## config.mk

```make
export PLATFORM = sky130hd
export DESIGN_NAME = seven_seg_decoder_decimal
export DESIGN_NICKNAME = d
export VERILOG_FILES = /design/src/rtl/seven_seg_decoder_decimal.sv
export SDC_FILE = /design/constraint.sdc
export NUM_CORES = 1
export LEC_CHECK = 0
export ABC_AREA = 1
export CAP_MARGIN = 40
export CELL_PAD_IN_SITES_DETAIL_PLACEMENT = 1
export CELL_PAD_IN_SITES_GLOBAL_PLACEMENT = 1
export CORE_AREA = 4 4 41 43
export CTS_BUF_LIST = sky130_fd_sc_hd__clkbuf_8
export DETAILED_ROUTE_END_ITERATION = 10
export DIE_AREA = 0 0 45 47
export PLACE_DENSITY_LB_ADDON = 0.3
export SYNTH_ARGS = -nofsm -noshare
export SYNTH_HDL_FRONTEND = slang
export SYNTH_SLANG_ARGS = --single-unit
```

## constraint.sdc

```tcl
create_clock -name clk -period 1.2 [get_ports clk]
set_input_delay 0.12 -clock clk [delete_from_list [all_inputs] [get_ports clk]]
set_output_delay 0.12 -clock clk [all_outputs]
set_load 0.03 [all_outputs]
```

## src/rtl/seven_seg_decoder_decimal.sv

```systemverilog
// -----------------------------------------------------------------------------
// seven_seg_decoder_decimal
//
// Registered BCD-to-seven-segment decoder. Each rising clock edge loads the
// segment pattern for the digit on A into the Y register, so Y trails A by
// exactly one cycle. Non-decimal codes (10-15) and unknown inputs show a blank
// display. Segment polarity is chosen at elaboration time.
//
// Parameters
//   ACTIVE_LOW : 1 = segment lit when its bit is 0 (common-anode style)
//                0 = segment lit when its bit is 1 (common-cathode style)
//
// Ports
//   clk   : in  1 bit  sole clock, rising-edge active
//   reset : in  1 bit  synchronous active-high reset, forces a blank display
//   A     : in  4 bits unsigned BCD digit to display
//   Y     : out 7 bits registered segment drive, Y[0]=a ... Y[6]=g
// -----------------------------------------------------------------------------
module seven_seg_decoder_decimal #(
   parameter bit ACTIVE_LOW = 1'b1
) (
   input  logic       clk,
   input  logic       reset,
   input  logic [3:0] A,
   output logic [6:0] Y
);

   // Blank pattern in the selected polarity.
   localparam logic [6:0] BLANK = ACTIVE_LOW ? 7'h7F : 7'h00;

   // Digit table is kept in active-low form; the active-high variant is its
   // bitwise inverse, which also maps blank 7'h7F onto 7'h00.
   // A plain case with a default means any X/Z bit on A misses every digit
   // item and lands on blank.
   function automatic logic [6:0] decode_digit(input logic [3:0] digit);
      logic [6:0] seg_n;
      seg_n = 7'h7F;
      case (digit)
         4'd0:    seg_n = 7'h40;
         4'd1:    seg_n = 7'h79;
         4'd2:    seg_n = 7'h24;
         4'd3:    seg_n = 7'h30;
         4'd4:    seg_n = 7'h19;
         4'd5:    seg_n = 7'h12;
         4'd6:    seg_n = 7'h02;
         4'd7:    seg_n = 7'h78;
         4'd8:    seg_n = 7'h00;
         4'd9:    seg_n = 7'h10;
         default: seg_n = 7'h7F;
      endcase
      return ACTIVE_LOW ? seg_n : ~seg_n;
   endfunction

   logic [6:0] w_seg;
   logic [6:0] r_y;

   assign w_seg = decode_digit(A);

   // Output register: the only state in the block.
   always_ff @(posedge clk) begin
      if (reset) begin
         r_y <= BLANK;
      end else begin
         r_y <= w_seg;
      end
   end

   assign Y = r_y;

endmodule

```

==> metrics.md <==
| Metric | Value |
|---|---|
| Outcome | `completed` |
| CP most frequent cell | `nand2_1` |
| CP peak stage delay | `0.48 ns` |
| PnR Total Power | `701 µW` |
| MaxCap Viol Count | `0` |
| Final setup vio count | `0` |
| Unrepaired setup endpoints after global routing | `false` |
| Placed cells | `74` |
| Antenna diode count | `0` |
| Crit path max fanout | `4` |
| Number of buffers created by CTS | `3` |
| Core area | `~0.0013 mm²` |
| Post-placement cell area | `505 µm²` |
| Cells along the critical path | `clkdlybuf4s50_1 > inv_1 > ha_1 > nand2_1 > nand3_1 > nand2_1` |
| Leading area contributor after synthesis | `dfxtp_1` |
| Final Cycle Share | `0.904` |
| Crit path time final | `1.09 ns` |
| Pins over their slew limit | `0` |
| Syn Std Cell Area | `344 µm²` |
| Netlist cell types | `9` |
| Final Core Density | `0.416` |
| Element type at the critical path start | `input port` |
| F_max | `0.921 GHz` |
| WL/cell | `between 8 and 9 µm` |
| Buf/Inv on CP | `2` |
| Finished Cell Area | `542 µm²` |
| DIE AREA | `approximately 0.0021 mm²` |
| IO buf count | `12` |
| CTS tree | `built` |
| Cells after synthesis | `44` |
| Worst Hold Class | `input port to flop` |
| Yosys top cell area share | `0.407` |
| GRT Residual Overflow | `0` |
| Worst-case hold path end point | `Y[4]` |
| P per Cell Area | `1290 mW/mm²` |
| Top Ports | `13` |
| Root Driver | `clkbuf_8` |
| First-pass GRT wire length | `~1200 µm` |
| Synth Register Bits | `7` |
| H-tree depth | `1` |
| Hold Vio Cnt, Final | `0` |
| Post-synthesis sequential area ratio | `0.407` |
| GPL Wtd Cong | `about 0.74` |
| Via count | `315` |
| Initial core utilization | `0.264` |
| Worst vdd ir | `0.356 mV` |
| Final ANT Viol Nets | `0` |
| Vias in the first global route | `313` |
| Residual DRC | `0` |
| Vias per cell | `a little over 4` |
| Max FFs per register | `7` |
| Syn_nets | `55` |
| Family with the most delay on the worst path | `buffers and inverters` |
| Place WS | `-0.128 ns` |
| Setup ws final | `between 0.1 and 0.15 ns` |
| Rows | `13` |
| Area contributors post-synth | `dfxtp_1 41%, ha_1 18%, nand2_1 16%` |
| Slew headroom | `0.800` |
| WS Path Type | `input port to flop` |
| Nets | `between 70 and 80` |
| Global Route Usage Sum | `0.0822` |
| Layout area overhead | `57.5%` |
| Routed wire length | `between 600 and 700 µm` |
| Initial DRC Count | `1` |
| Share of layout cells above drive strength 1 | `0.175` |
| Setup bufs post-CTS | `0` |
| Min-delay src | `A[3]` |
| Clock Sinks | `7` |
| Die width | `45 µm` |
| Hold path depth | `3` |
| DR pass1 iterations | `4` |
| Initial antenna violation count | `0` |
| Crit path required time | `1.31 ns` |
| CP max stage cell | `clkdlybuf4s50_1` |
| Crit path DAT | `1.19 ns` |
| Worst Tran Pin Value | `0.302 ns` |
| Clock Pin Slew Worst Setup and Hold Paths | `0.04 ns` |
| Synth warn | `0` |
| Mean Syn Cell Area | `7.82 µm²` |
| Finished Layout Cells | `around 80` |
| CP Capture Type | `flop` |
| Largest net degree at the start of global routing | `8` |
| Leak | `around 0.00026 µW` |
| Max Root-Sink Buffers | `2` |
| Post-DP HPWL | `582 µm` |
| Chip Height | `47 µm` |
==> per-layer routing <==
layer  routed length [µm]  track usage  vias up
met3                   64       0.0345        5
met4                   27       0.0877        0
li1                     -            -      171
met1                  274       0.0797      127
met2                  311        0.127       12
met5                    0            0        -
==> cell usage after synthesis, drive strengths merged <==
library cell,number
nand2,15
dfxtp,7
inv,7
nand3,6
ha,5
nor2,3
a21oi,1
==> layout by cell type, fill, tap and decap left out <==
| cell | count |
|---|---|
| nand2_1 | 15 |
| dfxtp_1 | 7 |
| dlygate4sd2_1 | 7 |
| inv_1 | 6 |
| nand3_1 | 6 |
| ha_1 | 5 |
| clkdlybuf4s50_1 | 5 |
| clkbuf_8 | 3 |
| buf_4 | 3 |
| inv_2 | 2 |
| nor2_2 | 2 |
| nor2_4 | 1 |
| a21oi_1 | 1 |
==> cells by family (layout without fill, tap and decap cells) <==
| logic type | after synthesis | after routing | synth area share |
|---|---|---|---|
| fa+ha+maj | 5 | 5 | 0.182 |
| flops | 7 | 7 | 0.407 |
| compound gates | 1 | 1 | 0.0145 |
| simple gates | 24 | 24 | 0.320 |
| buf+inv | 7 | 26 | 0.0764 |
==> per-stage QoR <==
| stage | hold WS, ns | TNS (ns) |
|---|---|---|
| 3_5_place_dp | 0.772 | -0.332 |
| 5_1_grt | 0.585 | 0 |
| 4_1_cts | 0.549 | 0 |
| 2_1_floorplan | 0.208 | 0 |
| 6_report | 0.556 | 0 |
| 3_3_place_gp | 0.769 | -0.217 |
==> area by class of cell <==
cell class / instances / area [µm²]
multi-input cells: 30 / 178
fillers: 175 / 759
well taps: 15 / 18.8
clock inverters: 1 / 3.75
repair buffers: 15 / 134
inverters: 7 / 26.3
clock buffers: 3 / 41.3
flip-flops and latches: 7 / 140
==> tightest hold or removal path: stages <==
cell and delay, ns:
clkdlybuf4s50_1 0.50, a21oi_1 0.07, nand2_1 0.05
==> what timing repair did <==
item	4_1_cts	5_1_grt
hold buffers	0	0
resized for setup	7	0
setup endpoints to repair	7	0
==> how the worst max path moves through the flow <==
stage / startpoint / to / slack (ns) / depth (start not counted)
2_1_floorplan: A[0] / Y[3] / 0.47 / 5
3_3_place_gp: A[0] / Y[3] / -0.10 / 6
3_5_place_dp: A[0] / Y[3] / -0.13 / 6
4_1_cts: A[0] / Y[3] / 0.10 / 6
5_1_grt: A[0] / Y[3] / 0.08 / 6
6_report: A[0] / Y[3] / 0.11 / 6
==> where the power goes <==
part / switching, µW / total, µW / internal (µW) / leakage, µW
sequential: 2.88 / 253 / 251 / 0.0000584
clock: 90.3 / 310 / 220 / 0.0000269
combinational: 82.6 / 137 / 54.6 / 0.000177
No activity file was read; power rests on OpenSTA's default activity.
